File: src/rtl/pc_unit.sv
// pc_unit: registered program counter with a circular return-address stack
// and a run/halt state machine. pc_out addresses instruction memory and
// pc_next exposes the value pc_out takes at the next rising edge.
module pc_unit #(
    parameter int                         INST_ADDR_WIDTH   = 16,
    parameter int                         NUM_BYTES_IN_INST = 2,
    parameter int                         RAS_DEPTH         = 4,
    parameter logic [INST_ADDR_WIDTH-1:0] RESET_ADDR        = {INST_ADDR_WIDTH{1'b0}}
) (
    input  logic                       clk,
    input  logic                       rst_n,
    input  logic                       halt,
    input  logic                       resume,
    input  logic                       stall,
    input  logic                       branch,
    input  logic                       call,
    input  logic                       ret,
    input  logic                       branch_rel,
    input  logic [INST_ADDR_WIDTH-1:0] branch_addr,
    output logic [INST_ADDR_WIDTH-1:0] pc_out,
    output logic [INST_ADDR_WIDTH-1:0] pc_next,
    output logic                       halted,
    output logic                       ras_empty,
    output logic                       ras_full,
    output logic                       ras_overflow,
    output logic                       ras_underflow
);

    localparam int W     = INST_ADDR_WIDTH;
    localparam int PTR_W = $clog2(RAS_DEPTH);
    localparam int CNT_W = PTR_W + 1;

    localparam logic [W-1:0]     INC       = W'(NUM_BYTES_IN_INST);
    localparam logic [CNT_W-1:0] CNT_MAX   = CNT_W'(RAS_DEPTH);
    localparam logic [CNT_W-1:0] CNT_ZERO  = {CNT_W{1'b0}};
    localparam logic [CNT_W-1:0] CNT_ONE   = CNT_W'(1);
    localparam logic [PTR_W-1:0] PTR_ZERO  = {PTR_W{1'b0}};
    localparam logic [PTR_W-1:0] PTR_ONE   = PTR_W'(1);

    typedef enum logic [0:0] {
        ST_RUN    = 1'b0,
        ST_HALTED = 1'b1
    } state_e;

    state_e             state_q, state_d;
    logic [W-1:0]       pc_q, pc_d;
    logic [PTR_W-1:0]   top_q, top_d;
    logic [CNT_W-1:0]   cnt_q, cnt_d;
    logic               ovf_q, ovf_d;
    logic               unf_q, unf_d;
    logic               empty_q, empty_d;
    logic               full_q, full_d;

    // Stack storage; contents are deliberately left unreset.
    logic [W-1:0]       ras_mem [RAS_DEPTH];

    logic [W-1:0]       seq_s;
    logic [W-1:0]       tgt_s;
    logic [W-1:0]       top_entry_s;
    logic [PTR_W-1:0]   top_inc_s;
    logic               wr_en_s;
    logic [PTR_W-1:0]   wr_idx_s;

    assign seq_s       = pc_q + INC;
    assign tgt_s       = branch_rel ? (pc_q + branch_addr) : branch_addr;
    assign top_entry_s = ras_mem[top_q];
    assign top_inc_s   = top_q + PTR_ONE;

    assign empty_d = (cnt_d == CNT_ZERO);
    assign full_d  = (cnt_d == CNT_MAX);

    // Next-state selection: reset, halt/resume, then the RUN priority chain.
    always_comb begin
        state_d  = state_q;
        pc_d     = pc_q;
        top_d    = top_q;
        cnt_d    = cnt_q;
        ovf_d    = ovf_q;
        unf_d    = unf_q;
        wr_en_s  = 1'b0;
        wr_idx_s = top_q;
        if (!rst_n) begin
            state_d = ST_RUN;
            pc_d    = RESET_ADDR;
            top_d   = PTR_ZERO;
            cnt_d   = CNT_ZERO;
            ovf_d   = 1'b0;
            unf_d   = 1'b0;
        end else begin
            case (state_q)
                ST_HALTED: begin
                    if (!halt && resume) begin
                        state_d = ST_RUN;
                    end else begin
                        state_d = ST_HALTED;
                    end
                end
                ST_RUN: begin
                    if (halt) begin
                        state_d = ST_HALTED;
                    end else if (stall) begin
                        pc_d = pc_q;
                    end else if (call && ret) begin
                        // Tail call: replace the top entry, or push when empty.
                        pc_d    = tgt_s;
                        wr_en_s = 1'b1;
                        if (cnt_q == CNT_ZERO) begin
                            wr_idx_s = top_inc_s;
                            top_d    = top_inc_s;
                            cnt_d    = CNT_ONE;
                        end else begin
                            wr_idx_s = top_q;
                        end
                    end else if (ret) begin
                        if (cnt_q != CNT_ZERO) begin
                            pc_d  = top_entry_s;
                            top_d = top_q - PTR_ONE;
                            cnt_d = cnt_q - CNT_ONE;
                        end else begin
                            pc_d  = seq_s;
                            unf_d = 1'b1;
                        end
                    end else if (call) begin
                        // When full the push lands on the oldest entry.
                        pc_d     = tgt_s;
                        wr_en_s  = 1'b1;
                        wr_idx_s = top_inc_s;
                        top_d    = top_inc_s;
                        if (cnt_q == CNT_MAX) begin
                            ovf_d = 1'b1;
                        end else begin
                            cnt_d = cnt_q + CNT_ONE;
                        end
                    end else if (branch) begin
                        pc_d = tgt_s;
                    end else begin
                        pc_d = seq_s;
                    end
                end
                default: begin
                    state_d = ST_RUN;
                end
            endcase
        end
    end

    // State, PC, stack pointer/count and status flags with synchronous reset.
    always_ff @(posedge clk) begin
        if (!rst_n) begin
            state_q <= ST_RUN;
            pc_q    <= RESET_ADDR;
            top_q   <= PTR_ZERO;
            cnt_q   <= CNT_ZERO;
            ovf_q   <= 1'b0;
            unf_q   <= 1'b0;
            empty_q <= 1'b1;
            full_q  <= 1'b0;
        end else begin
            state_q <= state_d;
            pc_q    <= pc_d;
            top_q   <= top_d;
            cnt_q   <= cnt_d;
            ovf_q   <= ovf_d;
            unf_q   <= unf_d;
            empty_q <= empty_d;
            full_q  <= full_d;
        end
    end

    // Return-address storage write port.
    always_ff @(posedge clk) begin
        if (wr_en_s) begin
            ras_mem[wr_idx_s] <= seq_s;
        end
    end

    assign pc_out        = pc_q;
    assign pc_next       = pc_d;
    assign halted        = (state_q == ST_HALTED);
    assign ras_empty     = empty_q;
    assign ras_full      = full_q;
    assign ras_overflow  = ovf_q;
    assign ras_underflow = unf_q;

endmodule

File: config.mk
export PLATFORM = sky130hd
export DESIGN_NAME = pc_unit
export DESIGN_NICKNAME = d
export VERILOG_FILES = /design/src/rtl/pc_unit.sv
export SDC_FILE = /design/constraint.sdc
export NUM_CORES = 1
export LEC_CHECK = 0
export ABC_AREA = 1
export BUFFER_PORTS_ARGS = -buffer_cell sky130_fd_sc_hd__buf_2
export CORE_MARGIN = 3
export CORE_UTILIZATION = 45
export DETAILED_ROUTE_END_ITERATION = 12
export PLACE_DENSITY_LB_ADDON = 0.3
export SYNTH_ARGS = -nofsm -noshare
export SYNTH_HDL_FRONTEND = slang
export SYNTH_SLANG_ARGS = --single-unit
File: constraint.sdc
create_clock -name clk -period 4.6 [get_ports clk]
set_clock_uncertainty 0.1 [all_clocks]
set_input_delay 0.46 -clock clk [delete_from_list [all_inputs] [get_ports clk]]
set_output_delay 0.46 -clock clk [all_outputs]
set_load 0.005 [all_outputs]
; Yosys cells after proc, flatten, opt, wreduce, memory -nomap -nowiden
; Memory sizes are Yosys's and may differ from the RTL's. A register that Yosys moved wholly into a read port is not among the register bits.
; Index checks and enable logic that the tools add are counted.
[totals]
ram_bits = 64
n_memories = 1
output_inout_bits = 37
inputBits = 25
reg_bits = 26
elab_cells = 78
[classes]
muxes = 45
bitwise_logic = 6
n_eq_ne = 3
n_reduce_logical = 9
n_addsub = 6
[memory_table]
columns = name, words, width, read_ports, rd_clocked_by_memory_dff, wr, line
row1 = ras_mem, 4, 16, 1, 1, 1, 55  ; logic [W-1:0] ras_mem [RAS_DEPTH];
[ops]
columns = cell, n
row1 = 16-bit two-way mux, 10
row2 = 3-bit two-way mux, 10
row3 = 2-bit two-way mux, 13
row4 = 16-bit adder, 1
row5 = "16-bit by 2-bit adder with 16-bit output, second input constant", 1
row6 = 1-bit two-way mux, 11
row7 = 7-bit AND reduction, 1
row8 = "3-bit equality test, second input constant", 2
row9 = 3-bit zero test, 2
row10 = 1-bit inverter, 6
row11 = 6-bit AND reduction, 1
row12 = 4-bit AND reduction, 1
row13 = "3-bit by 1-bit adder with 3-bit output, second input constant", 1
row14 = "3-bit by 1-bit inequality test with 1-bit output, second input constant", 1
row15 = 3-bit nonzero test, 1
row16 = "3-bit by 1-bit subtractor with 3-bit output, second input constant", 1
row17 = "2-bit by 1-bit adder with 2-bit output, second input constant", 1
row18 = 1-bit logical AND, 2
row19 = 1-bit one-hot mux with 2 select lines, 1
row20 = "2-bit by 1-bit subtractor with 2-bit output, second input constant", 1
row21 = 1-bit zero test, 1

; Longest topological paths before layout
[depth]
depth_word = 10
depth_mapped = 13
mapped_depth_nobuf = 13

; Worst setup path before layout
; OpenSTA, ideal clock, no wires.
[synth_path]
kind = in2reg
from = input port halt
to = memory ras_mem[0][0] (netlist bit) (enable)
setup_ns = 0.388
arrival_ns = 2.013
path_buffers = 1
required_ns = 4.112
setup_slack_ns = 2.099
cell_stages = 8
path_cell_list = nor2_1 nand2_2 nor2_2 buf_4 nand2_1 o21ai_1 inv_2 nor2_1
[synth_between]
elab_chain_len = 5
word_cells_on_any_way = 8
cone_classes = mux (8)
[synth_rtl]
columns = item, line
row1 = "start, declared", 12  ; input logic halt,
row2 = 1-bit two-way mux, 99  ; if (halt) begin
row3 = 1-bit two-way mux, 90  ; case (state_q)
row4 = 1-bit two-way mux, 82  ; if (!rst_n) begin
row5 = 1-bit two-way mux, 172  ; if (wr_en_s) begin
row6 = 1-bit two-way mux (not written as such), 173  ; ras_mem[wr_idx_s] <= seq_s;
row7 = "end, declared", 55
; Several ways; a longest one is shown, not always the timed one.

==> impl_metrics.ini <==
[synthesis]
avgSynthCellArea_um2 = 7.978
synth_edf_count = 64
yosys.area.top_type = edfxtp_1
yosysSeqAreaShare_pct = 45.16
syn-num-nets = 735
netlist_instances = 689
netlist-cell-type-count = 44
yosysWarningCount = 0
synth_top_area_share_pct = 34.96
async_flop_share_pct = 0
ys_ff_latch = 92
netlist_area_um2 = 5497
ys_top_cells_by_area = edfxtp_1, nand2_1, dfxtp_1
synth_top_flop_cell = edfxtp_1

[setup_path]
cp-end-kind = output pin
worstSetupPathType = reg2out
critPathRequiredTime_ns = 4.04
path_max_fanout = 32
arrival_ns = 2.68
critPathLaunchType = flop

[timing]
slew_headroom_pct = 37.33
hold_ws_ns = 0.1930
finalSetupTns_ns = 0
slew_viol_final = 0
finalHoldViolCount = 0
finalCritPeriodShare_pct = 70.47
max_freq_mhz = 308.5
fin_crit_ns = 3.242
rsz0062_at_grt = no
worst_pin_slew_ns = 0.9390
setup_viol = 0

[detailed_routing]
drtIter0Drc = 308
num_vias = 4887
viasPerCell = 5.466
finalWirelength_um = 14980
first_pass_iters = 5
wl_per_cell_um = 16.75
drc = 0
drtAntennaViolNets = 0

[clocking]
clk_latency_ns = 0.35
cts_num_sinks = 92
cts_resized = 0
cts_tree = done
post_cts_buffers = 0
htree_levels = 3
clk_pin_slew_ns = 0.07
cts_buffers = 9
cts-root-buf = clkbuf_16
ctsHoldBuffers = 0
clockBufferDepth = 2

[worst_hold_path]
hold_class = in2reg

[final_layout]
fin_util_pct = 53.25
antennaDiodeCount = 0
nets = 792
final_layout_size_suffix_gt1_share_pct = 15.58
area_growth_pct = 12.98

[grt]
grt_max_degree = 33
antenna_found_initial = 0
grt_pass1_vias = 4784
grt-ovfl-total = 0
grt_usage_pct = 23.01
grt_pass1_wl_um = 24020

[job]
maxCapViolCount = 0

[floorplan]
placementRows = 39
io_pins = 62
start_util_pct = 47.13
die_w_um = 116.5
die_y_um = 116.5
dieArea_um2 = 13580
coreArea_um2 = 11660

[power_and_ir_drop]
power_density_nw_per_um2 = 329.0
p_total_mw = 2.043
peakVddDrop_v = 0.0001695
p_leak_nw = 2.750

[placed_design]
gp_congestion = 0.9005
place_hpwl_um = 11290
io_buffers = 61

[status]
status = finished clean
path summary, 6_finish.rpt:
check	depth (start not counted)	slack [ns]	from	end
worst max register to register	8	2.20	halted$_SDFF_PN0_	ras_mem[3][5]$_DFFE_PP_
worst min register to register	2	0.38	ras_overflow$_SDFFE_PN0P_	ras_overflow$_SDFFE_PN0P_
worst max-delay path	9	1.36	flop	pc_next[15]
worst min-delay path	2	0.19	resume	halted$_SDFF_PN0_
Yosys cell counts (2+ instances only):
cell	count
nand2_1	172
inv_1	73
nor2_1	67
edfxtp_1	64
a21oi_1	60
o21ai_0	54
nand3_1	36
dfxtp_1	28
ha_1	20
inv_2	11
buf_2	8
nand4_1	7
xnor2_1	7
xor2_1	7
nor2_2	6
clkbuf_1	5
nor3_2	5
nand2_2	4
nor3_1	4
o211ai_1	4
o21ai_1	4
o221ai_1	4
a22oi_1	3
a31oi_1	3
buf_4	3
inv_4	3
o2111ai_1	3
a211oi_1	2
a22o_1	2
a32o_1	2
buf_6	2
nand3b_1	2
nor2_4	2
nor2_8	2
registers in the layout, indices dropped and copies added, names as in the netlist, named ones only:
| name | flops |
|---|---|
| cnt_q | 3 |
| halted | 1 |
| pc_out | 16 |
| ras_empty | 1 |
| ras_full | 1 |
| ras_mem | 64 |
| ras_overflow | 1 |
| ras_underflow | 1 |
| top_q | 2 |
layer usage:
| metal | vias to the layer above | global-route usage [%] | part of all wire, % |
|---|---|---|---|
| li1 | 2432 | - | - |
| met1 | 2263 | 31.46 | 44 |
| met2 | 165 | 37.45 | 47 |
| met3 | 27 | 3.420 | 6.1 |
| met4 | 0 | 7.889 | 2.4 |
| met5 | - | 0 | 0 |
per-stage QoR:
step,cells,worst slack [ns],area (um^2)
floorplan,689,2.099,5497
finish,894,1.358,6210
detailed placement,878,1.738,5906
global placement,878,1.753,5906
CTS,894,1.357,6210
global route,894,1.110,6210
cells in the final DEF (no fill, tap or decap), drive strengths merged:
| master | netlist | final |
|---|---|---|
| clkinvlp | 0 | 1 |
| nand3 | 36 | 36 |
| bufinv | 0 | 1 |
| nand4 | 7 | 7 |
| nor2 | 77 | 77 |
| xor2 | 7 | 7 |
| xnor2 | 7 | 7 |
| o221ai | 4 | 4 |
| nand3b | 2 | 2 |
| a211oi | 2 | 2 |
| a22o | 2 | 2 |
| clkbuf | 6 | 10 |
| fa | 1 | 1 |
| nor3b | 1 | 1 |
| o21ai | 59 | 59 |
| mux2i | 1 | 1 |
| and2 | 1 | 1 |
| dfxtp | 28 | 28 |
| o2111ai | 3 | 3 |
| edfxtp | 64 | 64 |
| o31ai | 1 | 1 |
| a32o | 2 | 2 |
| nand2 | 176 | 176 |
| o211ai | 4 | 4 |
| a21oi | 61 | 61 |
| o22ai | 1 | 1 |
| inv | 87 | 91 |
| ha | 20 | 20 |
| nor3 | 9 | 9 |
| a22oi | 3 | 3 |
| buf | 14 | 66 |
| a31oi | 3 | 3 |
worst max-delay path, stage by stage (launching register included):
cell and delay (ns):
dfxtp_1 0.30, buf_4 0.22, inv_1 0.72, nor2_1 0.10, o221ai_1 0.33, nand2_1 0.08, a21oi_1 0.17, nand2_1 0.08
o21ai_0 0.13, buf_2 0.18
layout make-up:
cell class,instances,area (um^2)
sequential,92,2482
inverter,87,334.1
tap,143,178.9
clock buffer,10,229.0
timing repair buffer,66,342.8
multi-input combinational,490,2567
clock inverter,6,75.07
fill,1119,5453
where the power goes:
part | internal, mW | switching (mW)
clock | 0.431 | 0.333
sequential | 0.910 | 0.0297
combinational | 0.115 | 0.225
kinds of logic (layout without fill, tap and decap cells):
logic type      count (synthesis)  after routing  share of synthesized area (%)
simple gates                  309            309                          24.56
compound gates                145            145                          14.82
buf+inv                       107            169                          8.126
flops                          92             92                          45.16
fa+ha+maj                      21             21                          4.917
xor+xnor                       14             14                          2.231
mux                             1              1                         0.1821
Power figures use the tool's default switching activity.
